## src/rtl/rle_comp_unit_p.sv

```systemverilog
// Multi-lane run-length compressor: scans up to LANES symbols per word, merging
// equal runs across words until in_last, and emits (symbol, length) pairs.
module rle_comp_unit_p #(
    parameter int LANES = 4,
    parameter int SYM_W = 8,
    parameter int CNT_W = 8
) (
    input  logic                     clk,
    input  logic                     reset,
    input  logic [LANES*SYM_W-1:0]   din,
    input  logic                     in_valid,
    input  logic                     in_last,
    output logic                     in_ready,
    output logic [SYM_W-1:0]         out_val,
    output logic [CNT_W-1:0]         out_len,
    output logic                     out_last,
    output logic                     out_valid,
    input  logic                     out_ready
);

    localparam int PTR_W = $clog2(LANES + 1);
    localparam logic [CNT_W-1:0] MAX_LEN = {CNT_W{1'b1}};

    typedef enum logic [1:0] {IDLE, SCAN, FLUSH} state_t;

    state_t                   state_reg, state_next;
    logic [LANES*SYM_W-1:0]   buf_reg, buf_next;
    logic [PTR_W-1:0]         ptr_reg, ptr_next;
    logic                     last_reg, last_next;
    logic [SYM_W-1:0]         pend_val_reg, pend_val_next;
    logic [CNT_W-1:0]         pend_len_reg, pend_len_next;
    logic                     pend_act_reg, pend_act_next;
    logic [SYM_W-1:0]         out_val_reg, out_val_next;
    logic [CNT_W-1:0]         out_len_reg, out_len_next;
    logic                     out_last_reg, out_last_next;
    logic                     out_valid_reg, out_valid_next;

    logic [SYM_W-1:0]         lane [LANES];
    logic [SYM_W-1:0]         seg_val;
    logic [CNT_W-1:0]         seg_len;
    logic                     seg_run;
    logic [CNT_W:0]           seg_sum;
    logic [PTR_W-1:0]         ptr_adv;
    logic                     out_free;
    logic                     advance;
    logic                     emit;
    logic [SYM_W-1:0]         emit_val;
    logic [CNT_W-1:0]         emit_len;
    logic                     emit_last;

    generate
        for (genvar gi = 0; gi < LANES; gi++) begin : g_lane
            assign lane[gi] = buf_reg[gi*SYM_W +: SYM_W];
        end
    endgenerate

    // Segment: symbol at the pointer and how many following lanes repeat it.
    always_comb begin
        seg_val = lane[0];
        seg_len = '0;
        seg_run = 1'b1;
        for (int i = 0; i < LANES; i++) begin
            if (ptr_reg == PTR_W'(i)) seg_val = lane[i];
        end
        for (int i = 0; i < LANES; i++) begin
            if (PTR_W'(i) >= ptr_reg) begin
                if (seg_run && lane[i] == seg_val) seg_len = seg_len + CNT_W'(1);
                else seg_run = 1'b0;
            end
        end
    end

    assign seg_sum  = {1'b0, pend_len_reg} + {1'b0, seg_len};
    assign ptr_adv  = ptr_reg + PTR_W'(seg_len);
    assign out_free = !out_valid_reg || out_ready;
    assign in_ready = (state_reg == IDLE) && reset;

    always_comb begin
        state_next    = state_reg;
        buf_next      = buf_reg;
        ptr_next      = ptr_reg;
        last_next     = last_reg;
        pend_val_next = pend_val_reg;
        pend_len_next = pend_len_reg;
        pend_act_next = pend_act_reg;
        advance       = 1'b0;
        emit          = 1'b0;
        emit_val      = pend_val_reg;
        emit_len      = pend_len_reg;
        emit_last     = 1'b0;

        case (state_reg)
            IDLE: begin
                if (in_valid && in_ready) begin
                    buf_next   = din;
                    ptr_next   = '0;
                    last_next  = in_last;
                    state_next = SCAN;
                end
            end
            SCAN: begin
                if (!pend_act_reg) begin
                    pend_act_next = 1'b1;
                    pend_val_next = seg_val;
                    pend_len_next = seg_len;
                    advance       = 1'b1;
                end else if (pend_val_reg == seg_val) begin
                    if (seg_sum <= {1'b0, MAX_LEN}) begin
                        pend_len_next = seg_sum[CNT_W-1:0];
                        advance       = 1'b1;
                    end else if (out_free) begin
                        emit          = 1'b1;
                        emit_len      = MAX_LEN;
                        pend_len_next = CNT_W'(seg_sum - {1'b0, MAX_LEN});
                        advance       = 1'b1;
                    end
                end else if (out_free) begin
                    emit          = 1'b1;
                    pend_val_next = seg_val;
                    pend_len_next = seg_len;
                    advance       = 1'b1;
                end
                if (advance) begin
                    ptr_next = ptr_adv;
                    if (ptr_adv == PTR_W'(LANES)) state_next = last_reg ? FLUSH : IDLE;
                end
            end
            FLUSH: begin
                if (out_free) begin
                    emit          = 1'b1;
                    emit_last     = 1'b1;
                    pend_act_next = 1'b0;
                    state_next    = IDLE;
                end
            end
            default: state_next = IDLE;
        endcase

        out_val_next   = out_val_reg;
        out_len_next   = out_len_reg;
        out_last_next  = out_last_reg;
        out_valid_next = out_valid_reg;
        if (emit) begin
            out_val_next   = emit_val;
            out_len_next   = emit_len;
            out_last_next  = emit_last;
            out_valid_next = 1'b1;
        end else if (out_ready) begin
            out_valid_next = 1'b0;
        end
    end

    always_ff @(posedge clk or negedge reset) begin
        if (!reset) begin
            state_reg     <= IDLE;
            buf_reg       <= '0;
            ptr_reg       <= '0;
            last_reg      <= 1'b0;
            pend_val_reg  <= '0;
            pend_len_reg  <= '0;
            pend_act_reg  <= 1'b0;
            out_val_reg   <= '0;
            out_len_reg   <= '0;
            out_last_reg  <= 1'b0;
            out_valid_reg <= 1'b0;
        end else begin
            state_reg     <= state_next;
            buf_reg       <= buf_next;
            ptr_reg       <= ptr_next;
            last_reg      <= last_next;
            pend_val_reg  <= pend_val_next;
            pend_len_reg  <= pend_len_next;
            pend_act_reg  <= pend_act_next;
            out_val_reg   <= out_val_next;
            out_len_reg   <= out_len_next;
            out_last_reg  <= out_last_next;
            out_valid_reg <= out_valid_next;
        end
    end

    assign out_val   = out_val_reg;
    assign out_len   = out_len_reg;
    assign out_last  = out_last_reg;
    assign out_valid = out_valid_reg;

endmodule

```

## config.mk

```make
export PLATFORM = sky130hd
export DESIGN_NAME = rle_comp_unit_p
export DESIGN_NICKNAME = d
export VERILOG_FILES = /design/src/rtl/rle_comp_unit_p.sv
export SDC_FILE = /design/constraint.sdc
export NUM_CORES = 1
export LEC_CHECK = 0
export BUFFER_PORTS_ARGS = -buffer_cell sky130_fd_sc_hd__buf_2
export CORE_MARGIN = 5
export CORE_UTILIZATION = 43
export CTS_BUF_LIST = sky130_fd_sc_hd__clkbuf_4 sky130_fd_sc_hd__clkbuf_8
export DETAILED_ROUTE_END_ITERATION = 10
export PLACE_DENSITY = 0.67
export SYNTH_ARGS = -nofsm -noshare
export SYNTH_HDL_FRONTEND = slang
export SYNTH_SLANG_ARGS = --single-unit
```

## constraint.sdc

```tcl
create_clock -name clk -period 7 [get_ports clk]
set_input_delay 1.05 -clock clk [delete_from_list [all_inputs] [get_ports clk]]
set_output_delay 1.05 -clock clk [all_outputs]
set_load 0.01 [all_outputs]
```

-- Word level (Yosys, flattened, before mapping)
Index checks and enable logic that the tools add are counted.
- bits in registers: 73
- latch bits: 0
- bits in writable memories: 0
- bits in read-only memories: 0
- input port bits: 37
- output and inout port bits: 19
- logic and storage cells: 111
- memories kept: 0
- add/sub/neg operators: 6
- $mul: 0
- divide/modulo/power cells: 0
- $lt $le $gt $ge: 5
- equality and inequality tests: 19
- shifts and indexed selects: 0
- muxes and demuxes: 53
- bitwise logic cells: 0
- reductions and logical operators: 17
- operators with widths (operator ; count):
    two-way mux 8 bit ; 22
    equality test 8 bit ; 5
    adder 8 x 1 -> 8 bit (second input constant) ; 3
    two-way mux 1 bit ; 20
    two-way mux 2 bit ; 5
    adder 8 x 8 -> 9 bit ; 1
    <= comparator 9 x 8 -> 1 bit (second input constant) ; 1
    AND reduction 3 bit ; 3
    != test 2 bit (second input constant) ; 4
    subtractor 8 bit (second input constant) ; 1
    equality test 3 x 2 -> 1 bit (second input constant) ; 2
    >= comparator 1 x 3 -> 1 bit (first input constant) ; 2
    >= comparator 2 x 3 -> 1 bit (first input constant) ; 2
    two-way mux 3 bit ; 2
    != test 3 x 1 -> 1 bit (second input constant) ; 2
    one-hot mux 2 bit (3 select lines) ; 1
    one-hot mux 3 bit (2 select lines) ; 1
    nonzero test 2 bit ; 3
    logical AND 1 bit ; 5
    != test 2 x 1 -> 1 bit (second input constant) ; 2
    one-hot mux 1 bit (2 select lines) ; 2
    AND reduction 2 bit ; 2
    AND reduction 4 bit ; 1
    adder 3 bit ; 1
    7 further kinds ; 7

-- Logic depth before layout (Yosys ltp)
Gate-level depths: netlist (run 1).
- depth in word-level cells: 24
- mapped depth: 31
- depth with buffers taken out: 27

-- Worst setup path after synthesis (run 1)
OpenSTA, ideal clock, no wires.
- kind: flip-flop to flip-flop
- start: register ptr_reg[0]
- end: register pend_len_reg[2]
- library setup time: 126 ps
- data arrival time: 6191 ps
- data required time: 6874 ps
- slack: 683 ps
- cell stages (with the launch flop): 29
- path buffers: 2
- period minus slack after synthesis: 6317 ps
- path through: dfrtp_1 buf_2 nor3_1 or4_4 o21a_1 or4b_4 nor4_4 ha_1 nand2_1 inv_1 ha_1 nor2_1 a21oi_1 ha_1 nand4_1 or2_2 a21oi_1 ha_1 nor2b_1 o21a_1 o21ai_0 nand3b_1 o22ai_1 o31ai_1 o21a_1 buf_2 nand2_1 inv_1 a221o_1
- longest elaborated chain between the ends: 22
- elaborated cells on any way between the ends: 46
- those cells by class: add/sub: 5; order compare: 5; eq/ne: 10; mux: 22; reduce/logical: 4
- ends and longest elaborated chain (item ; line ; RTL):
    from (decl) ; 28 ; logic [PTR_W-1:0] ptr_reg, ptr_next;
    from (signal assigned) ; 169 ; ptr_reg <= ptr_next;
    equality test 3 x 1 -> 1 bit ; 63 ; if (ptr_reg == PTR_W'(i)) seg_val = lane[i];
    two-way mux 8 bit (3 in a row) ; 63 ;
    equality test 8 bit ; 67 ; if (seg_run && lane[i] == seg_val) seg_len = seg_len + CNT_W'(1);
    two-way mux 1 bit ; 67 ;
    two-way mux 1 bit ; 66 ; if (PTR_W'(i) >= ptr_reg) begin
    adder 8 x 1 -> 8 bit or logical AND 1 bit (tied branches) ; 67 ;
    two-way mux 8 bit or two-way mux 1 bit (tied branches) ; 67 ;
    two-way mux 8 bit or two-way mux 1 bit (tied branches) ; 66 ;
    [... 4 more ...] ; n/a ;
    two-way mux 8 bit ; 67 ;
    two-way mux 8 bit ; 66 ;
    adder 8 x 8 -> 9 bit ; 73 ; assign seg_sum = {1'b0, pend_len_reg} + {1'b0, seg_len};
    subtractor 8 bit ; 114 ; pend_len_next = CNT_W'(seg_sum - {1'b0, MAX_LEN});
    two-way mux 8 bit ; 111 ; end else if (out_free) begin
    two-way mux 8 bit ; 108 ; if (seg_sum <= {1'b0, MAX_LEN}) begin
    two-way mux 8 bit ; 107 ; end else if (pend_val_reg == seg_val) begin
    two-way mux 8 bit ; 102 ; if (!pend_act_reg) begin
    to (signal assigned) ; 172 ; pend_len_reg <= pend_len_next;
    to (decl) ; 31 ; logic [CNT_W-1:0] pend_len_reg, pend_len_next;
Several ways; a longest one is shown, not always the timed one. The select of a mux whose other input is x is not followed.
A chain may end at the register's enable or synchronous reset.

-- Worst setup path after layout (run 1)
- start: register ptr_reg[0]
- end: register out_val_reg[7], in the netlist out_val[7]
- longest elaborated chain between the ends: 22
- elaborated cells on any way between the ends: 41
- those cells by class: add/sub: 4; order compare: 5; eq/ne: 8; mux: 21; reduce/logical: 3
- ends and longest elaborated chain (item ; line ; RTL):
    equality test 3 x 1 -> 1 bit ; 63 ;
    two-way mux 8 bit (3 in a row) ; 63 ;
    equality test 8 bit ; 67 ;
    two-way mux 1 bit ; 67 ;
    two-way mux 1 bit ; 66 ;
    adder 8 x 1 -> 8 bit or logical AND 1 bit (tied branches) ; 67 ;
    two-way mux 8 bit or two-way mux 1 bit (tied branches) ; 67 ;
    two-way mux 8 bit or two-way mux 1 bit (tied branches) ; 66 ;
    [... 4 more ...] ; n/a ;
    two-way mux 8 bit ; 67 ;
    two-way mux 8 bit ; 66 ;
    adder 8 x 8 -> 9 bit ; 73 ;
    <= comparator 9 x 8 -> 1 bit ; 108 ;
    two-way mux 1 bit ; 108 ;
    two-way mux 1 bit * ; 107 ;
    two-way mux 1 bit * ; 102 ;
    one-hot mux 1 bit (2 select lines) * ; 92 ; case (state_reg)
    to (signal assigned) ; 174 ; out_val_reg <= out_val_next;
    to (decl) ; 33 ; logic [SYM_W-1:0] out_val_reg, out_val_next;
Every way passes the cells marked *; elsewhere a longest branch is shown, timed or not.

==> flow_summary.toml, run 1 <==
[worst_setup_path]
critPathArrivalTime_ns = 6.71
worst_r2r_path_depth = 27
path_depth = 27
critical-path-top-cell-by-count = "ha_1"
worst_setup_path_start_kind = "flop"
ff2ff_setup_slack_ns = 0.52
cpPeakStageDelay_ns = 0.63
timing.rr.start = "ptr_reg[0]"
critPathMaxFanout = 21
critical_path.endpoint_type = "flop"
cp_data_required_time_ns = 7.23
critical_path.n_buffers_inverters = 3
cp_top_delay_family = "simple AND/OR/NAND/NOR gates"
criticalPathCategory = "reg -> reg"
r2r-end = "out_val[7]"
crit_path_top_delay_cell = "or4_1"

[sta]
report.final.setup_viol = 0
rsz0062_at_grt = "false"
finalClockSkew_ns = 0.0184
final.min_clock_period_ns = 6.48
maxClockFrequency_mhz = 154
fin_tns_setup_ns = 0
finalCritPeriodShare_pct = 92.5
max-slew-margin-rel_pct = 38.7
timing_max_transition_violations_final = 0
max_slew.worst_pin.slew_ns = 0.919
finalHoldViolCount = 0

[hold_path]
min-delay-path-class = "reg -> reg"
min-delay-start = "out_val[4]"
worstHoldEndpoint = "out_val[4]"
min_delay_path_depth = 1

[die]
io_pins = 56
floorplan.die_area_um2 = 12500
dieHeight_um = 112
fp-row-count = 37
die_w_um = 112
starting_density_of_the_core_pct = 43.5
core_um2 = 10200

[power]
p_leak_nw = 2.22
power_density_nw_per_um2 = 487
internal-power_w = 0.00144
share_comb_of_total_power_pct = 54.1
netSwitchingPower_w = 0.00107
pwr-share-clk_pct = 14.0
swShare_pct = 42.6
proportion_of_power_drawn_by_flip_flops_and_latches_pct = 31.9
vdd_ir_drop_max_v = 0.000223

[logic_synthesis]
share_of_synthesized_cell_area_in_and_or_nand_and_nor_gates_pct = 20.3
post_synth.cell_area_avg_um2 = 10.2
synth.ff_latch_count = 73
syn_inst = 437
synth_xor_xnor_area_share_pct = 4.69
ys_async_sr_fraction_pct = 100
synth-edff-count = 0
postSynthNetCount = 488
dominant_combinational_cell_family_by_area_after_synthesis = "simple AND/OR/NAND/NOR gates"
synth.area.mux_share_pct = 14.3
synthFlopType = "dfrtp_1"
synth.cell_area_um2 = 4460
synthesis.yosys.warnings = 0
yosys.area_share.adder_pct = 4.27
synth_sequential_area_ratio_pct = 41.0
synth-compound-area-share_pct = 11.3
yosysUniqueCellTypes = 61

[clock_network]
clock-sinks = 73
cts_buffers = 9
htree_levels = 3
cts_tree = "built"
root_buf_cell = "clkbuf_8"
cts.clk_slew.worst_paths_ns = 0.08
clk-insertion-delay-late_ns = 0.36
clockBufferDepth = 2

[detailed_routing]
detail_route.drc_violations = 0
post_drt_wl_per_cell_um = 15.8
initialDrtViolationCount = 212
first_pass_iters = 4
drtAntennaViolNets = 0
num_vias = 3485
final_routed_wirelength_mm = 10.1
vias_per_cell = 5.42

[final_layout]
flip_flop_count_of_the_largest_register_after_layout = 32
num-nets-final = 553
commonest_cells_after_routing_fill_and_taps_aside = "72 x dfrtp_1, 54 x buf_2, 53 x mux2_2, 32 x nor2_1, 28 x nand2_1"
layout-area-overhead-vs-synth_pct = 15.9
n_antenna_cell = 0
layout_cell_share_with_drive_strength_beyond_1_pct = 32.0
num-fill-cells = 967
leading_cell_type_in_the_layout_fill_and_taps_excluded = "dfrtp_1"
seq_area_um2 = 1830
finalCoreUtilization_pct = 50.5
multi_input_area_um2 = 2450

[grt]
grt_pass1_vias = 3561
gr-usage-all-layers_pct = 17.0
grt_antenna_before_repair = 0
global_route_wire_length_before_repair_mm = 17.4
grt_overflow = 0
grt_max_degree = 75

[run]
cap_violations = 0

[place]
buffer_ports.inserted = 55
hpwl_after_dpl_mm = 7.74
gp_congestion = 0.889

[status]
outcome = "completed"
[cells in the mapped netlist (11+ instances only)]
master | count | area share (%)
nor4b_1 | 15 | 2.9
nor2_1 | 32 | 2.7
mux2_2 | 53 | 13
ha_1 | 12 | 3.4
inv_1 | 21 | 1.8
nand2_1 | 28 | 2.4
dfrtp_1 | 73 | 41
o21ai_0 | 18 | 2.0
nor3_1 | 21 | 2.4
xnor2_1 | 12 | 2.4
a21oi_1 | 13 | 1.5
nor2b_1 | 11 | 1.5
[power groups by stage]
stage / Combinational, W / Clock, W / Sequential, W
after floorplan: 0.00104 / 0 / 0.000759
final: 0.00136 / 0.000351 / 0.000801
after CTS: 0.00137 / 0.000357 / 0.000801
after global placement: 0.00134 / 0 / 0.000803
after detailed placement: 0.00137 / 0 / 0.000809
after global routing: 0.00152 / 0.000378 / 0.000830
[what timing repair did]
action                                  4_1_cts  5_1_grt
endpoints found under the setup margin        0       28
resized for setup                             0        5
hold buffers                                  0        0
buffers inserted                              0        0
[per-layer routing]
layer / wire length (um) / share of wire, % / global-route usage, % / vias to the layer above
met5: 0 / 0 / 0 / -
met4: 146 / 1.4 / 5.43 / 0
met3: 423 / 4.2 / 3.21 / 10
met2: 4880 / 48 / 28.1 / 79
met1: 4690 / 46 / 22.5 / 1689
li1: - / - / - / 1707
[worst register-to-register path: stages (launching register included)]
cell and delay, ns:
dfrtp_1 0.47, buf_4 0.24, nor4b_1 0.16, or4_1 0.63, o21ai_0 0.20, nand4b_1 0.18
nor4_4 0.34, ha_1 0.28, nand2_1 0.11, inv_1 0.08, ha_1 0.30, nor2_1 0.07
a21oi_1 0.14, ha_1 0.18, nand4_1 0.14, or2_2 0.33, a21oi_2 0.19, ha_1 0.28
nor2b_1 0.14, o21a_1 0.19, o21ai_1 0.22, nand3b_1 0.15, o22ai_2 0.25, o311ai_0 0.18
nor2b_1 0.20, nor2_1 0.12, buf_6 0.22, mux2_2 0.37
[stage by stage]
stage | setup WS (ns) | instances | hold WS, ns | area [um^2] | total power (W)
after floorplan | 0.683 | 437 | 0.480 | 4460 | 0.00179
after global routing | 0.00181 | 643 | 0.538 | 5160 | 0.00273
final | 0.524 | 643 | 0.507 | 5160 | 0.00251
after CTS | 0.197 | 643 | 0.513 | 5150 | 0.00253
after global placement | 0.387 | 627 | 0.485 | 4940 | 0.00214
after detailed placement | 0.207 | 627 | 0.494 | 4940 | 0.00217
[worst max-delay path by stage]
stage	from	endpoint
floorplan	ptr_reg[0]	pend_len_reg[2]
global placement	ptr_reg[2]	out_val[5]
detailed placement	ptr_reg[2]	out_len[6]
CTS	ptr_reg[2]	out_len[6]
global route	ptr_reg[0]	out_val[6]
finish	ptr_reg[0]	out_val[7]
[area by class of cell]
| type | instances | share of cell area (%) |
|---|---|---|
| clock buffers | 11 | 2.81 |
| clock inverters | 5 | 1.21 |
| inverters | 21 | 1.53 |
| multi-input cells | 323 | 47.5 |
| flip-flops and latches | 73 | 35.4 |
| well taps | 136 | 3.30 |
| repair buffers | 74 | 8.22 |
[cell families (layout without fill, tap and decap cells)]
family | after synthesis | after routing
simple gates | 157 | 157
mux | 57 | 57
compound gates | 72 | 72
xor+xnor | 23 | 23
buf+inv | 41 | 111
fa+ha+maj | 14 | 14
flops | 73 | 73
No activity file was read; power rests on OpenSTA's default activity.
==> run 2: changes to the inputs <==
==> constraint.sdc (replaced) <==
create_clock -name clk -period 7.3 [get_ports clk]
set_input_delay 1.095 -clock clk [delete_from_list [all_inputs] [get_ports clk]]
set_output_delay 1.095 -clock clk [all_outputs]
set_load 0.01 [all_outputs]
==> run 2 against run 1 <==
  * Critical endpoint unchanged
  * Non-clock buffer count decreased by 6
  * Utilization shrank 0.40 points
  * Clock-buffer cell count decreased by 1
  * Routed wire length grew 1.4%
  * Die area unchanged
  * Hold slack hardly changed
  * Worst setup slack better by 0.083 ns
  * Largest power group unchanged
  * Total power down 5.2%
  * Register-to-register slack better by 0.08 ns
==> flow_summary.toml, run 2 (synthesis results as in run 1) <==
[place]
gp_congestion = 0.882
hpwl_after_dpl_mm = 7.69
dpl_cell_area_um2 = 4860
buffer_ports.inserted = 55

[worst_setup_path]
cpPeakStageDelay_ns = 0.53
critical_path.endpoint_type = "flop"
critPathArrivalTime_ns = 6.93
critPathMaxFanout = 21
cp_data_required_time_ns = 7.53
criticalPathCategory = "reg -> reg"
cp_top_delay_family = "simple AND/OR/NAND/NOR gates"
worst_setup_path_start_kind = "flop"
crit_path_top_delay_cell = "or4_4"
critical_path.n_buffers_inverters = 4
critical-path-top-cell-by-count = "ha_1"

[grt]
grt_max_degree = 75
grt_antenna_before_repair = 0
grt_overflow = 0
grt_pass1_vias = 3587
gr-usage-all-layers_pct = 17.0
global_route_wire_length_before_repair_mm = 17.4

[detailed_routing]
initialDrtViolationCount = 138
post_drt_wl_per_cell_um = 16.2
final_routed_wirelength_mm = 10.3
first_pass_iters = 4
drtAntennaViolNets = 0
vias_per_cell = 5.57
num_vias = 3534
detail_route.drc_violations = 0

[sta]
maxClockFrequency_mhz = 149
fin_tns_setup_ns = 0
final.min_clock_period_ns = 6.69
max_slew.worst_pin.slew_ns = 0.920
finalHoldViolCount = 0
report.final.setup_viol = 0
finalClockSkew_ns = 0.0120
hold_slack_ns = 0.508
max-slew-margin-rel_pct = 38.7
timing_max_transition_violations_final = 0
rsz0062_at_grt = "false"
finalCritPeriodShare_pct = 91.7

[die]
floorplan.die_area_um2 = 12500
io_pins = 56
fp-row-count = 37
starting_density_of_the_core_pct = 43.5
die_w_um = 112
dieHeight_um = 112
core_um2 = 10200

[final_layout]
seq_area_um2 = 1830
commonest_cells_after_routing_fill_and_taps_aside = "70 x dfrtp_1, 54 x buf_2, 53 x mux2_2, 32 x nor2_1, 27 x nand2_1"
post-route-cell-area_um2 = 5120
num-fill-cells = 969
multi_input_area_um2 = 2460
layout_cell_share_with_drive_strength_beyond_1_pct = 31.7
finalCoreUtilization_pct = 50.1
layout-area-overhead-vs-synth_pct = 14.9
num-nets-final = 547
leading_cell_type_in_the_layout_fill_and_taps_excluded = "dfrtp_1"
n_antenna_cell = 0
flip_flop_count_of_the_largest_register_after_layout = 32

[clock_network]
cts_buffers = 9
clk-insertion-delay-late_ns = 0.35
htree_levels = 3
cts_tree = "built"
clock-sinks = 73
cts.clk_slew.worst_paths_ns = 0.08
clockBufferDepth = 2
root_buf_cell = "clkbuf_8"

[power]
netSwitchingPower_w = 0.00102
internal-power_w = 0.00137
pwr-share-clk_pct = 13.2
swShare_pct = 42.7
vdd_ir_drop_max_v = 0.000193
power_density_nw_per_um2 = 466
p_leak_nw = 2.19
share_comb_of_total_power_pct = 54.0
proportion_of_power_drawn_by_flip_flops_and_latches_pct = 32.8

[run]
cap_violations = 0

[hold_path]
min-delay-path-class = "reg -> reg"

[status]
outcome = "completed"
run 2: worst paths after layout:
kind / startpoint / to / slack (ns) / cells past startpoint
max: ptr_reg[1] / out_val[7] / 0.61 / 27
min in group asynchronous: reset / out_len[4] / 0.87 / 1
min: out_len[5] / out_len[5] / 0.51 / 1
max reg2reg: ptr_reg[1] / out_val[7] / 0.61 / 27
min reg2reg: out_len[5] / out_len[5] / 0.51 / 1
max in group asynchronous: reset / ptr_reg[2] / 5.77 / 1
run 2: power groups by stage:
stage	clock [W]	combinational, W	sequential [W]
finish	0.000316	0.00129	0.000781
global placement	0	0.00123	0.000786
detailed placement	0	0.00126	0.000794
CTS	0.000324	0.00127	0.000786
global route	0.000345	0.00143	0.000811
floorplan	0	0.000993	0.000728
run 2: worst reg2reg max path, cell delays in order, from the launching register on:
cell and delay, ns:
dfrtp_2 0.48, buf_12 0.16, nor4b_1 0.14, or4_4 0.53, o21a_1 0.20, or4b_4 0.52
nor4_4 0.25, ha_1 0.28, nand2_1 0.12, inv_1 0.09, ha_1 0.29, nor2_1 0.17
a21oi_1 0.07, ha_1 0.29, and2_1 0.14, o21ai_2 0.29, inv_1 0.09, ha_1 0.28
a21o_1 0.16, a21oi_1 0.25, xnor2_1 0.22, nand4_1 0.17, o22ai_2 0.24, o311ai_0 0.20
nor2b_1 0.22, nor2_1 0.09, buf_4 0.26, mux2_2 0.38
run 2: final cells by class:
type,instances,area share (%)
Timing Repair Buffer,68,7.57
Multi-Input combinational cell,323,48.1
Sequential cell,73,35.7
Clock inverter,4,1.05
Tap cell,136,3.32
Clock buffer,10,2.69
Inverter,21,1.54
run 2: metal layers:
metal	up-vias	wire length (um)	global-route usage, %
met5	-	0	0
li1	1707	-	-
met4	0	223	5.92
met3	19	599	5.33
met2	96	4980	28.5
met1	1712	4480	20.8
run 2: what timing repair did:
item                                    in CTS  in global routing
resized for setup                            0                  8
endpoints found under the setup margin       0                 34
buffers inserted                             0                  4
hold buffers                                 0                  0
run 2: stage by stage:
stage	std cells	setup slack, ns	power, W
after floorplan	437	0.983	0.00172
after global placement	617	0.518	0.00202
after detailed placement	617	0.316	0.00205
after CTS	631	0.263	0.00238
after global routing	635	0.0433	0.00258
final	635	0.607	0.00238
==> run 3: changes to the inputs <==
==> constraint.sdc (replaced) <==
create_clock -name clk -period 6.68 [get_ports clk]
set_input_delay 1.002 -clock clk [delete_from_list [all_inputs] [get_ports clk]]
set_output_delay 1.002 -clock clk [all_outputs]
set_load 0.01 [all_outputs]
==> run 3 against run 2 <==
  * Maximum frequency increased by 5.0%
  * Critical path depth rose by 1
  * Via count increased by 1.2%
  * Worst setup slack lost 0.30 ns
  * Clock-buffer cell count fell by 1
  * Cell area increased by 2.1%
  * Hold slack worse by 0.0031 ns
  * Final cell count grew 2.0%
  * Die area is the same
  * Sequential share of layout area is 0.81 points lower
  * Register-to-register slack lost 0.30 ns
  * Utilization up 1.1 points
  * Highest routed layer unchanged
==> flow_summary.toml, run 3 (synthesis results as in run 1) <==
[detailed_routing]
first_pass_iters = 4
post_drt_wl_per_cell_um = 16.7
num_vias = 3577
final_routed_wirelength_mm = 10.8
vias_per_cell = 5.52
detail_route.drc_violations = 0
initialDrtViolationCount = 296
drtAntennaViolNets = 0

[clock_network]
cts.clk_slew.worst_paths_ns = 0.08
clk-insertion-delay-late_ns = 0.37
htree_levels = 3
cts_buffers = 9
cts_tree = "built"
root_buf_cell = "clkbuf_8"
cts_hold_buf = 0
clockBufferDepth = 2
clock-sinks = 73

[worst_setup_path]
cpPeakStageDelay_ns = 0.52
worst_setup_path_start_kind = "flop"
criticalPathCategory = "reg -> reg"
critical_path.endpoint_type = "flop"
crit_path_top_delay_cell = "or4b_4"
critical-path-top-cell-by-count = "ha_1"
critPathMaxFanout = 14
critical_path.n_buffers_inverters = 4
critPathArrivalTime_ns = 6.63
cp_top_delay_family = "simple AND/OR/NAND/NOR gates"
cp_data_required_time_ns = 6.94

[place]
dp_cells = 628
gp_congestion = 0.883
buffer_ports.inserted = 55
hpwl_after_dpl_mm = 8.09
pre_cts_slack_ns = 0.0166

[power]
netSwitchingPower_w = 0.00116
p_leak_nw = 2.26
internal-power_w = 0.00152
swShare_pct = 43.2
power_density_nw_per_um2 = 512
share_comb_of_total_power_pct = 55.5
vdd_ir_drop_max_v = 0.000228
pwr-share-clk_pct = 13.5
proportion_of_power_drawn_by_flip_flops_and_latches_pct = 31.0
total_power_w = 0.00268

[final_layout]
seq_area_um2 = 1830
num-nets-final = 558
flip_flop_count_of_the_largest_register_after_layout = 32
instances_no_fill = 648
layout_cell_share_with_drive_strength_beyond_1_pct = 33.8
num-fill-cells = 964
leading_cell_type_in_the_layout_fill_and_taps_excluded = "dfrtp_1"
n_antenna_cell = 0
layout-area-overhead-vs-synth_pct = 17.4
multi_input_area_um2 = 2480
commonest_cells_after_routing_fill_and_taps_aside = "73 x dfrtp_1, 54 x buf_2, 53 x mux2_2, 32 x nor2_1, 28 x nand2_1"

[grt]
global_route_met1_utilization_pct = 22.9
grt-busiest-layer = "met2"
grt_overflow = 0
grt_max_degree = 74
grt_pass1_vias = 3681
grt_use_met2_pct = 30.3
globalRouteMet3Util_pct = 3.48
global_route_wire_length_before_repair_mm = 18.3
grt_antenna_before_repair = 0
gr-usage-all-layers_pct = 18.2

[sta]
finalClockSkew_ns = 0.00747
max_slew.worst_pin.slew_ns = 0.932
final.min_clock_period_ns = 6.38
report.final.setup_viol = 0
timing.final.ws_setup_ns = 0.303
finalCritPeriodShare_pct = 95.5
max-slew-margin-rel_pct = 37.9
finalHoldViolCount = 0
timing_max_transition_violations_final = 0
maxClockFrequency_mhz = 157

[die]
floorplan.die_area_um2 = 12500
fp-row-count = 37
starting_density_of_the_core_pct = 43.5
dieHeight_um = 112
die_w_um = 112
io_pins = 56
core_um2 = 10200

[hold_path]
min-delay-path-class = "reg -> reg"

[status]
outcome = "completed"

[run]
cap_violations = 0
-- run 3: cell count changes in the layout (fill, tap and decap cells not counted), sizes merged --
cell	before	now
buf	68	79
clkbuf	10	9
clkinv	0	4
clkinvlp	2	0
inv	22	23
-- run 3: path summary, 6_finish.rpt --
path / start / to / slack (ns) / depth (start not counted)
setup / recovery: ptr_reg[2] / emit_val[7] / 0.30 / 28
hold / removal: out_len[6] / out_len[6] / 0.50 / 1
setup reg to reg: ptr_reg[2] / emit_val[7] / 0.30 / 28
hold reg to reg: out_len[6] / out_len[6] / 0.50 / 1
max in group asynchronous: reset / out_val[4] / 5.19 / 2
min in group asynchronous: reset / pend_len_reg[3] / 0.86 / 2
-- run 3: worst reg2reg max path: cells and delay by family (launching register included) --
kind | cells | cell delay, ns
flip-flops | 1 | 0.42
buffers and inverters | 4 | 0.62
adder cells (fa/ha/maj) | 4 | 1.05
multiplexers | 1 | 0.34
AND/OR/NAND/NOR | 11 | 2.36
AO/OA/AOI/OAI | 8 | 1.48
-- run 3: layout make-up --
| class | count | area share (%) |
|---|---|---|
| clock inverters | 7 | 1.51 |
| flip-flops and latches | 73 | 34.9 |
| inverters | 21 | 1.51 |
| well taps | 136 | 3.25 |
| repair buffers | 79 | 8.90 |
| clock buffers | 9 | 2.37 |
| multi-input cells | 323 | 47.5 |
-- run 3: what timing repair did --
item | 4_1_cts | 5_1_grt
setup endpoints to repair | 2 | 36
pin swaps | 0 | 5
resized for setup | 2 | 12
setup buffers | 0 | 4
-- run 3: metal layers --
| metal | routed length (um) | up-vias |
|---|---|---|
| li1 | - | 1735 |
| met2 | 5300 | 85 |
| met5 | 0 | - |
| met1 | 4790 | 1739 |
| met4 | 294 | 0 |
| met3 | 450 | 18 |
-- run 3: per-stage QoR --
step | area (um^2) | util, % | hold WS (ns) | TNS, ns
6_report | 5230 | 51.1 | 0.505 | 0
5_1_grt | 5230 | 51.1 | 0.530 | -0.741
4_1_cts | 5150 | 50.4 | 0.509 | 0
3_5_place_dp | 4950 | 48.4 | 0.490 | 0
3_3_place_gp | 4950 | 48.4 | 0.487 | 0
2_1_floorplan | 4460 | - | 0.480 | 0
-- run 3: power groups by stage --
stage	Sequential [W]	Clock [W]	Combinational, W
final	0.000830	0.000361	0.00149
after global routing	0.000862	0.000391	0.00164
after CTS	0.000833	0.000371	0.00147
after detailed placement	0.000840	0	0.00146
after global placement	0.000830	0	0.00142
after floorplan	0.000795	0	0.00109
